[config.mk]
export PLATFORM = sky130hd
export DESIGN_NAME = fetch_unit
export DESIGN_NICKNAME = d
export VERILOG_FILES = /design/src/rtl/fetch_pkg.sv /design/src/rtl/next_pc_calc.sv /design/src/rtl/fetch_unit.sv
export SDC_FILE = /design/constraint.sdc
export NUM_CORES = 1
export LEC_CHECK = 0
export ABC_CLOCK_PERIOD_IN_PS = 6740
export BUFFER_PORTS_ARGS = -buffer_cell sky130_fd_sc_hd__buf_2
export CAP_MARGIN = 20
export CORE_MARGIN = 3
export CORE_UTILIZATION = 35
export DETAILED_ROUTE_END_ITERATION = 12
export PLACE_DENSITY = 0.63
export SLEW_MARGIN = 20
export SYNTH_ARGS = -nofsm -noshare
export SYNTH_HDL_FRONTEND = slang
export SYNTH_SLANG_ARGS = --single-unit
[constraint.sdc]
create_clock -name clk -period 6.74 [get_ports clk]
set_input_delay 1.011 -clock clk [delete_from_list [all_inputs] [get_ports clk]]
set_output_delay 1.011 -clock clk [all_outputs]
set_load 0.1 [all_outputs]
[src/rtl/fetch_pkg.sv]
// Shared types and constants for the instruction-fetch stage.
// Optional BR Xn support is enabled by defining FETCH_BR_REG_EN.
package fetch_pkg;

  typedef enum logic [2:0] {
    S_RST,
    S_REQ,
    S_WAIT,
    S_HOLD,
    S_ERR
  } state_t;

  localparam logic [63:0] PC_INC = 64'd4;
  localparam int IMM26_W = 26;
  localparam int IMM19_W = 19;

endpackage

[src/rtl/next_pc_calc.sv]
// Next-PC generation: sequential, B (imm26) and CBZ/B.cond (imm19).
// FETCH_BR_REG_EN adds a register-target path (BR Xn).
module next_pc_calc
  import fetch_pkg::*;
(
  input  logic [63:0] pc,
  input  logic [31:0] instr,
  input  logic        br_taken,
  input  logic        uncond_br,
`ifdef FETCH_BR_REG_EN
  input  logic        br_reg,
  input  logic [63:0] br_target,
`endif
  output logic [63:0] next_pc
);

  logic [63:0] off26;
  logic [63:0] off19;
  logic [63:0] seq_pc;
  logic [63:0] br_pc;

  assign off26 = {{(64-IMM26_W-2){instr[25]}},
                  instr[25:0], 2'b00};
  assign off19 = {{(64-IMM19_W-2){instr[23]}},
                  instr[23:5], 2'b00};

  assign seq_pc = pc + PC_INC;
  assign br_pc  = pc + (uncond_br ? off26 : off19);

  always_comb begin
    next_pc = br_taken ? br_pc : seq_pc;
`ifdef FETCH_BR_REG_EN
    // Register branch wins over any PC-relative decision.
    if (br_reg)
      next_pc = {br_target[63:2], 2'b00};
`endif
  end

endmodule

[src/rtl/fetch_unit.sv]
// Instruction-fetch stage: PC, imem handshake with timeout, held instr.
// FETCH_BR_REG_EN adds BrReg/BrTarget inputs for BR Xn.
module fetch_unit
  import fetch_pkg::*;
#(
  parameter logic [63:0] RESET_PC = 64'h0,
  parameter int          TIMEOUT  = 16
) (
  input  logic        clk,
  input  logic        reset,
  input  logic        stall,
  input  logic        UncondBr,
  input  logic        BrTaken,
`ifdef FETCH_BR_REG_EN
  input  logic        BrReg,
  input  logic [63:0] BrTarget,
`endif
  output logic        imem_req,
  output logic [63:0] imem_addr,
  input  logic [31:0] imem_rdata,
  input  logic        imem_valid,
  output logic [31:0] Instruction,
  output logic        instr_valid,
  output logic [63:0] pc,
  output logic        fetch_err
);

  localparam int CW = (TIMEOUT > 2) ? $clog2(TIMEOUT) : 1;
  localparam logic [CW-1:0] CNT_LAST = CW'(TIMEOUT - 1);

  state_t        state;
  state_t        state_nx;
  logic [CW-1:0] cnt;
  logic [63:0]   next_pc;

  next_pc_calc u_npc (
    .pc        (pc),
    .instr     (Instruction),
    .br_taken  (BrTaken),
    .uncond_br (UncondBr),
`ifdef FETCH_BR_REG_EN
    .br_reg    (BrReg),
    .br_target (BrTarget),
`endif
    .next_pc   (next_pc)
  );

  always_ff @(posedge clk or posedge reset) begin
    if (reset)
      state <= S_RST;
    else
      state <= state_nx;
  end

  always_comb begin
    state_nx = state;
    unique case (state)
      S_RST:  state_nx = S_REQ;
      S_REQ:  state_nx = S_WAIT;
      S_WAIT: begin
        if (imem_valid)
          state_nx = S_HOLD;
        else if (cnt == CNT_LAST)
          state_nx = S_ERR;
      end
      S_HOLD: if (!stall) state_nx = S_REQ;
      S_ERR:  state_nx = S_ERR;
      default: state_nx = S_RST;
    endcase
  end

  always_comb begin
    imem_req    = 1'b0;
    instr_valid = 1'b0;
    fetch_err   = 1'b0;
    unique case (1'b1)
      (state == S_REQ):  imem_req    = 1'b1;
      (state == S_HOLD): instr_valid = 1'b1;
      (state == S_ERR):  fetch_err   = 1'b1;
      default: ;
    endcase
  end

  // Data registers only move in the state that owns them.
  always_ff @(posedge clk or posedge reset) begin
    if (reset) begin
      pc          <= RESET_PC;
      Instruction <= 32'h0;
      cnt         <= '0;
    end else begin
      unique case (state)
        S_REQ:  cnt <= '0;
        S_WAIT: begin
          if (imem_valid)
            Instruction <= imem_rdata;
          else
            cnt <= cnt + 1'b1;
        end
        S_HOLD: if (!stall) pc <= next_pc;
        default: ;
      endcase
    end
  end

  assign imem_addr = pc;

endmodule

==> flow_summary_export.csv, run 1 <==
group,metric,value,unit
clocking,htreeDepth,3,
sta,hold_viol,0,
clocking,clkLatencyLatePin,0.37,ns
placed_design,place.gp.congestion,0.8996,
sta,tightest_slew,0.8756,ns
clocking,clockBufferDepth,2,
setup_path,path_common_cell,"mux2i_1",
setup_path,rrSetupSlack,2.49,ns
hold_path,hold_path.class,"reg -> reg",
detailed_routing,vias,7172,
clocking,cts_tree,"yes",
setup_path,cp.arrival,5.29,ns
yosys,synthCells,956,
grt,grt_overflow,0,
yosys,yosys_warnings,0,
sta,fin_crit,5.066,ns
clocking,hold_buffers,0,
setup_path,reg2reg_from,"Instruction[5]",
sta,clock.fmax,197.4,MHz
clocking,cts.clk_slew.worst_paths,0.09,ns
layout,nNetsFinal,1159,
status,outcome,"complete, no violations",
grt,grt_pass1_vias,6427,
setup_path,cp-endpoint,"imem_addr[62]",
yosys,synth-edff-count,0,
layout,drive_gt1_share,25.02,%
detailed_routing,drc_errors,0,
setup_path,critPathLaunchType,"input pin",
yosys,synth_ff_type,"dfrtp_1",
yosys,ys_ff_latch,101,
detailed_routing,first_iter_violations,418,
setup_path,crit_path_top_delay_cell,"nor4_1",
detailed_routing,wl_met3,1138,µm
clocking,cts-root-buf,"clkbuf_16",
layout,layout_commonest_cell,"buf_2",
grt,antenna_found_initial,0,
setup_path,path_max_fanout,26,
floorplan,io-pin-count,201,
yosys,ys_async_sr_fraction,100.0,%
floorplan,die_area,25400,µm²
clocking,cts-resized-gates,0,
setup_path,critPathRequiredTime,6.96,ns
detailed_routing,vias_per_cell,5.212,
floorplan,coreArea,22850,µm²
floorplan,num_rows,55,
setup_path,path_class,"in -> reg",
layout,nFillCells,2315,
floorplan,die-height,159.4,µm
setup_path,path_cells,"buf_2 -> mux2i_1 -> nand2_1 -> ha_1 -> inv_1 -> fa_1 -> nor2b_1 -> o31a_1 -> nor2_1 -> o211ai_1 -> a31oi_1 -> nor4_1 -> o21ai_0 -> a211oi_1 -> mux2i_1 -> o311ai_0",
detailed_routing,top_layer,"met4",
yosys,synth_area,8233,µm²
layout,final_cell_mix,"buf_2 (196), nand2_1 (108), dfrtp_1 (101)",
yosys,seq_area_frac_synth,30.70,%
detailed_routing,route.detailed.wl_per_inst,15.82,µm
sta,fin_skew,0.01555,ns
setup_path,critPathLaunch,"UncondBr",
setup_path,crit_family,"compound AO/OA/AOI/OAI gates",
yosys,syn-mean-instance-area,8.612,µm²
yosys,yosysUniqueCellTypes,66,
detailed_routing,routed_wl,21770,µm
detailed_routing,wl_met2,9971,µm
grt,grt_max_degree,124,
layout,area_growth,13.15,%
detailed_routing,firstDrtPassIters,5,
floorplan,start_util,36.04,%
floorplan,die_w,159.4,µm
detailed_routing,postRouteAntennaNets,0,
detailed_routing,met1_length,10140,µm
grt,grt_pass1_wl,34730,µm
clocking,cts_buffers,9,
setup_path,rr_worst_depth,15,
sta,fin_crit_sh,75.16,%
setup_path,end_kind,"flop",
setup_path,max_stage_delay,0.78,ns
flow_run,max_cap_violations,0,
hold_path,hp-start,"Instruction[29]",
sta,relSlewSlack,41.63,%
setup_path,r2r-end,"imem_addr[62]",
sta,finalSetupTns,0,ns
placed_design,hpwl,16850,µm
setup_path,crit_buf_inv,2,
sta,rsz0062_at_grt,"no",
layout,num_antenna_cells,0,
grt,grtUsageTotal,16.46,%
sta,drv_slew,0,
placed_design,port_buffers,196,
clocking,cts_num_sinks,101,
clocking,cts_setup_buffers,0,
sta,finalSetupViolCount,0,
setup_path,critical_path_depth,16,
[cell families after synthesis]
| kind of cell | after synthesis | synth area share [%] |
|---|---|---|
| AOI/OAI and AO/OA | 289 | 22.39 |
| buffers and inverters | 135 | 9.225 |
| and+or+nand+nor | 259 | 15.20 |
| adders and majority gates | 63 | 9.666 |
| DFF | 101 | 30.70 |
| other | 1 | 0.04555 |
| xor gates and xnor gates | 56 | 5.957 |
| muxes | 52 | 6.824 |
[worst reg2reg max path, stage by stage (launching register included)]
cell and delay [ns]:
dfrtp_1 0.41, mux2i_1 0.09, nand2_1 0.10, ha_1 0.19
inv_1 0.06, fa_1 0.40, nor2b_1 0.18, o31a_1 0.17
nor2_1 0.09, o211ai_1 0.31, a31oi_1 0.26, nor4_1 0.79
o21ai_0 0.33, a211oi_1 0.34, mux2i_1 0.23, o311ai_0 0.15
[layout make-up]
| class | instances | area (µm²) | area share [%] |
|---|---|---|---|
| multi-input cells | 723 | 4982 | 53.49 |
| flip-flops and latches | 101 | 2527 | 27.13 |
| repair buffers | 200 | 1023 | 10.99 |
| well taps | 313 | 391.6 | 4.204 |
| clock buffers | 9 | 225.2 | 2.418 |
| inverters | 23 | 88.84 | 0.9537 |
| clock inverters | 7 | 76.32 | 0.8193 |
[cells in the mapped netlist (all sizes together) (11+ instances only)]
cell type | n | share of area, %
xor2 | 27 | 2.9
dfrtp | 101 | 31
nand3 | 15 | 0.91
a21o | 42 | 3.8
nor2 | 33 | 1.5
o21ai | 98 | 6.0
xnor2 | 29 | 3.1
a21oi | 69 | 4.3
nand4 | 20 | 1.5
inv | 23 | 1.0
nor3 | 11 | 0.67
mux2i | 19 | 2.3
nand2 | 108 | 4.9
mux2 | 33 | 4.5
and3 | 11 | 0.84
buf | 71 | 6.3
o21bai | 14 | 1.3
nor2b | 26 | 2.0
ha | 62 | 9.4
clkbuf | 41 | 1.9
[through the flow]
stage / cell area (µm²) / instances / setup WS, ns / utilization [%] / hold slack (ns)
3_3_place_gp: 8994 / 1359 / 1.447 / 39.36 / 0.4837
3_5_place_dp: 8994 / 1359 / 1.363 / 39.36 / 0.4910
2_1_floorplan: 8244 / 959 / 0.3380 / - / 0.4933
5_1_grt: 9315 / 1376 / 1.408 / 40.77 / 0.5319
4_1_cts: 9295 / 1375 / 1.738 / 40.68 / 0.5111
6_report: 9315 / 1376 / 1.674 / 40.77 / 0.5094
[worst min path at each step]
stage | end | slack (ns) | cells after the start
finish | Instruction[29] | 0.51 | 1
floorplan | cnt[1] | 0.49 | 2
global placement | Instruction[27] | 0.48 | 1
detailed placement | Instruction[31] | 0.49 | 1
global route | Instruction[29] | 0.53 | 1
CTS | Instruction[31] | 0.51 | 1
[sequential cells by signal, summed over array words and instances, names as in the netlist]
signal	flops
Instruction	32
state	3
imem_addr	62
cnt	4
[per-layer routing]
| layer | track usage, % | up-vias |
|---|---|---|
| met4 | 5.372 | 0 |
| met2 | 26.05 | 207 |
| met5 | 0 | - |
| met1 | 23.17 | 3358 |
| li1 | - | 3575 |
| met3 | 2.367 | 32 |
Power of run 1 is left out: the tool's default activity adds up to more than one toggle a clock period on the data nets, which glitch-free logic cannot reach.
==> run 2, diff against run 1 <==
ABC_CLOCK_PERIOD_IN_PS = 5050   (was 6740)
clock period = 5.05 ns   (was 6.74 ns; I/O delays follow)
==> run 2 against run 1 <==
  * Setup slack got worse by 0.85 ns
  * Utilization grew 0.093 points
  * Worst hold slack worse by 0.0017 ns
  * Die area unchanged
  * Cell area grew 0.23%
  * Routed wire length grew 1.8%
  * Via count down 1.9%
  * Count of clock-buffer cells in the layout is 1 higher
  * Clock skew shrank 0.0041 ns
  * Critical path depth increased by 1
==> flow_summary_export.csv, run 2 (synthesis results as in run 1) <==
group,metric,value,unit
layout,drive_gt1_share,25.42,%
hold_path,hp-start,"Instruction[31]",
sta,clock.fmax,236.4,MHz
grt,grtUsageTotal,16.87,%
grt,grt_pass1_vias,6647,
clocking,cts_tree,"yes",
setup_path,end_kind,"flop",
placed_design,port_buffers,196,
hold_path,min_to,"Instruction[31]",
grt,grt_max_degree,80,
detailed_routing,firstDrtPassIters,5,
setup_path,path_cells,"buf_2 -> buf_4 -> mux2i_1 -> nand2_1 -> ha_1 -> inv_1 -> fa_1 -> nor2b_1 -> o31a_1 -> nor2_1 -> o211ai_1 -> a31oi_1 -> nor4_1 -> o21ai_0 -> a211oi_1 -> mux2i_1 -> o311ai_0",
placed_design,hpwl,17240,µm
detailed_routing,drc_errors,0,
status,outcome,"complete, no violations",
sta,tightest_slew,0.8555,ns
setup_path,critPathLaunchType,"input pin",
floorplan,num_rows,55,
setup_path,path_class,"in -> reg",
setup_path,critPathRequiredTime,5.25,ns
placed_design,place.gp.congestion,0.8741,
setup_path,cp.arrival,4.43,ns
sta,finalSetupTns,0,ns
flow_run,max_cap_violations,0,
detailed_routing,vias,7038,
floorplan,coreArea,22850,µm²
layout,layout_commonest_cell,"buf_2",
sta,postLayoutSetupSlackWorst,0.8206,ns
sta,whs,0.5076,ns
clocking,cts-root-buf,"clkbuf_16",
setup_path,critPathLaunch,"UncondBr",
detailed_routing,route.detailed.wl_per_inst,16.02,µm
layout,nNetsFinal,1166,
floorplan,start_util,36.04,%
setup_path,crit_path_top_delay_cell,"nor4_1",
detailed_routing,first_iter_violations,490,
clocking,clockBufferDepth,2,
hold_path,hold_path.class,"reg -> reg",
setup_path,r2r-end,"imem_addr[61]",
sta,drv_slew,0,
clocking,clkLatencyLatePin,0.36,ns
floorplan,die_w,159.4,µm
grt,antenna_found_initial,0,
floorplan,die-height,159.4,µm
clocking,cts_num_sinks,101,
setup_path,rrSetupSlack,1.07,ns
setup_path,max_stage_delay,0.59,ns
sta,fin_skew,0.01142,ns
sta,finalSetupViolCount,0,
clocking,cts_setup_buffers,0,
placed_design,dp_slack,0.4615,ns
sta,relSlewSlack,42.96,%
clocking,cts_buffers,9,
layout,final_cell_mix,"buf_2 (196), nand2_1 (108), dfrtp_1 (101)",
setup_path,reg2reg_from,"Instruction[23]",
setup_path,rr_worst_depth,14,
layout,num_antenna_cells,0,
detailed_routing,routed_wl,22160,µm
sta,rsz0062_at_grt,"no",
floorplan,die_area,25400,µm²
layout,area_growth,13.40,%
clocking,hold_buffers,0,
detailed_routing,vias_per_cell,5.089,
sta,hold_viol,0,
setup_path,path_max_fanout,23,
hold_path,holdPathStages,1,
detailed_routing,postRouteAntennaNets,0,
sta,fin_crit_sh,83.75,%
clocking,cts-resized-gates,0,
floorplan,io-pin-count,201,
grt,grt_pass1_wl,35550,µm
sta,fin_crit,4.229,ns
grt,grt_overflow,0,
clocking,cts.clk_slew.worst_paths,0.08,ns
clocking,htreeDepth,3,
layout,largest_reg_flops,62,
setup_path,path_common_cell,"mux2i_1",
==> run 2: worst max-delay path, delay by kind of cell <==
family                   cells  cell delay (ns)
adder cells (fa/ha/maj)      2             0.58
AND/OR/NAND/NOR              4             0.93
multiplexers                 2             0.32
buffers and inverters        3             0.51
AO/OA/AOI/OAI                6             1.31
==> run 2: how the worst max path moves through the flow <==
stage	endpoint	slack, ns	cells past startpoint
floorplan	imem_addr[61]	0.39	14
global placement	imem_addr[62]	0.61	17
detailed placement	imem_addr[62]	0.46	17
CTS	imem_addr[62]	0.85	17
global route	imem_addr[62]	0.41	17
finish	imem_addr[62]	0.82	17
==> run 2: layer usage <==
| layer | vias to the layer above | wire (µm) | global-route usage, % |
|---|---|---|---|
| li1 | 3579 | - | - |
| met1 | 3272 | 10580 | 22.82 |
| met2 | 166 | 10360 | 28.26 |
| met3 | 21 | 779 | 1.821 |
| met4 | 0 | 438 | 5.491 |
| met5 | - | 0 | 0 |
==> run 2: per-stage QoR <==
step / instance area (µm²) / util, % / cells
floorplan: 8248 / - / 959
global placement: 9054 / 39.63 / 1367
detailed placement: 9054 / 39.63 / 1367
CTS: 9336 / 40.87 / 1383
global route: 9336 / 40.87 / 1383
finish: 9336 / 40.87 / 1383
==> run 2: area by class of cell <==
class	instances	area [µm²]
fill	2327	13510
multi-input combinational	723	4982
sequential	101	2527
timing repair buffer	207	1064
tap	313	391.6
clock buffer	10	229.0
inverter	23	88.84
clock inverter	6	53.80
Power of run 2 is left out for the same reason.
==> run 3, diff against run 2 <==
ABC_CLOCK_PERIOD_IN_PS = 3800   (was 5050)
PLACE_DENSITY = 0.65   (was 0.63)
clock period = 3.8 ns   (was 5.05 ns; I/O delays follow)
==> run 3 against run 2 <==
  * Cell area grew 10%
  * Routed wire length grew 4.7%
  * Die area is the same
==> flow_summary_export.csv, run 3 (synthesis results as in run 1) <==
group,metric,value,unit
status,outcome,"complete, no violations",
layout,layout_commonest_cell,"buf_2",
layout,drive_gt1_share,33.84,%
floorplan,io-pin-count,201,
floorplan,start_util,36.04,%
grt,grt_pass1_vias,7218,
clocking,clkLatencyLatePin,0.37,ns
detailed_routing,drc_errors,0,
setup_path,path_class,"in -> reg",
detailed_routing,routed_wl,23200,µm
floorplan,die_w,159.4,µm
setup_path,reg2reg_from,"Instruction[6]",
floorplan,die-height,159.4,µm
clocking,cts_buffers,9,
setup_path,max_stage_delay,0.52,ns
placed_design,place.gp.congestion,0.9142,
setup_path,cp-endpoint,"imem_addr[57]",
clocking,clockBufferDepth,2,
detailed_routing,wl_met3,911,µm
layout,largest_reg_flops,62,
setup_path,critPathRequiredTime,4.03,ns
clocking,cts.clk_slew.worst_paths,0.08,ns
setup_path,rr_worst_depth,14,
flow_run,max_cap_violations,0,
setup_path,end_kind,"flop",
floorplan,die_area,25400,µm²
sta,relSlewSlack,44.44,%
layout,nFillCells,2276,
grt,grt_max_degree,90,
sta,fin_crit,3.609,ns
detailed_routing,route.detailed.wl_per_inst,15.49,µm
sta,rsz0062_at_grt,"no",
clocking,htreeDepth,3,
detailed_routing,top_layer,"met4",
placed_design,hpwl,18300,µm
floorplan,num_rows,55,
sta,whs,0.3060,ns
clocking,cts-root-buf,"clkbuf_16",
setup_path,r2r-end,"imem_addr[57]",
layout,area_growth,24.99,%
sta,fin_crit_sh,94.96,%
setup_path,path_max_fanout,17,
hold_path,hold_path.class,"in -> async",
detailed_routing,vias_per_cell,5.045,
detailed_routing,vias,7558,
placed_design,port_buffers,196,
layout,num_antenna_cells,0,
detailed_routing,wl_met2,10680,µm
setup_path,critPathLaunchType,"input pin",
sta,clock.fmax,277.1,MHz
placed_design,dp_cells,1482,
sta,finalSetupViolCount,0,
detailed_routing,postRouteAntennaNets,0,
sta,drv_slew,0,
grt,grt_overflow,0,
setup_path,crit_path_top_delay_cell,"or4_1",
clocking,cts_num_sinks,101,
detailed_routing,firstDrtPassIters,5,
floorplan,coreArea,22850,µm²
setup_path,cp.arrival,3.84,ns
clocking,cts_tree,"yes",
layout,final_cell_count_no_fill,1498,
detailed_routing,first_iter_violations,482,
setup_path,rrSetupSlack,0.34,ns
sta,tightest_slew,0.8334,ns
setup_path,critPathLaunch,"UncondBr",
layout,nNetsFinal,1281,
sta,hold_viol,0,
layout,final_cell_mix,"buf_2 (196), buf_4 (123), nand2_1 (108)",
grt,grtUsageTotal,18.18,%
setup_path,path_cells,"buf_2 -> buf_12 -> buf_12 -> mux2i_1 -> nor2b_1 -> ha_1 -> inv_1 -> or4_1 -> a21o_1 -> a2111oi_4 -> o211ai_2 -> a211oi_2 -> nor2b_1 -> o21ai_2 -> xnor2_1 -> o21ai_1",
grt,antenna_found_initial,0,
sta,fin_skew,0.01116,ns
detailed_routing,met1_length,11150,µm
grt,grt_pass1_wl,38220,µm
-- run 3: critical path: cells and delay by family --
family | cells | cell delay, ns
AO/OA/AOI/OAI | 6 | 1.44
AND/OR/NAND/NOR | 3 | 0.71
buffers and inverters | 4 | 0.48
adder cells (fa/ha/maj) | 1 | 0.33
multiplexers | 1 | 0.16
XOR/XNOR | 1 | 0.14
-- run 3: how the worst min path moves through the flow --
stage                     from               to  cells past startpoint
2_1_floorplan           cnt[1]           cnt[1]                      2
3_3_place_gp   Instruction[31]  Instruction[31]                      1
3_5_place_dp   Instruction[31]  Instruction[31]                      1
4_1_cts                  reset  Instruction[30]                      2
5_1_grt                  reset           cnt[0]                      2
6_report                 reset           cnt[0]                      2
-- run 3: what timing repair did --
action	in CTS	in global routing
endpoints found under the setup margin	0	3
gates resized for setup	0	4
hold buffers	0	0
buffers inserted	0	0
-- run 3: cell type report --
type,instances,area [µm²],area share (%)
multi-input combinational,723,5032,48.91
sequential,101,2532,24.61
timing repair buffer,322,1964,19.09
tap,313,391.6,3.806
clock buffer,10,229.0,2.225
inverter,23,88.84,0.8633
clock inverter,6,51.30,0.4985
-- run 3: per-stage QoR --
step / util, % / setup TNS, ns / instance area, µm² / setup WS [ns]
after floorplan: - / -0.006544 / 8341 / -0.005972
after detailed placement: 43.75 / -1.517 / 9996 / -0.1364
after global routing: 45.04 / 0 / 10290 / 0.01697
after CTS: 44.98 / 0 / 10280 / 0.2078
after global placement: 43.75 / -0.8379 / 9996 / -0.1147
final: 45.04 / 0 / 10290 / 0.1915
-- run 3: routing by layer --
layer / track usage [%] / vias to the layer above
li1: - / 3829
met3: 2.445 / 31
met4: 5.730 / 0
met1: 25.30 / 3517
met2: 29.35 / 181
met5: 0 / -
Power of run 3 is left out for the same reason.
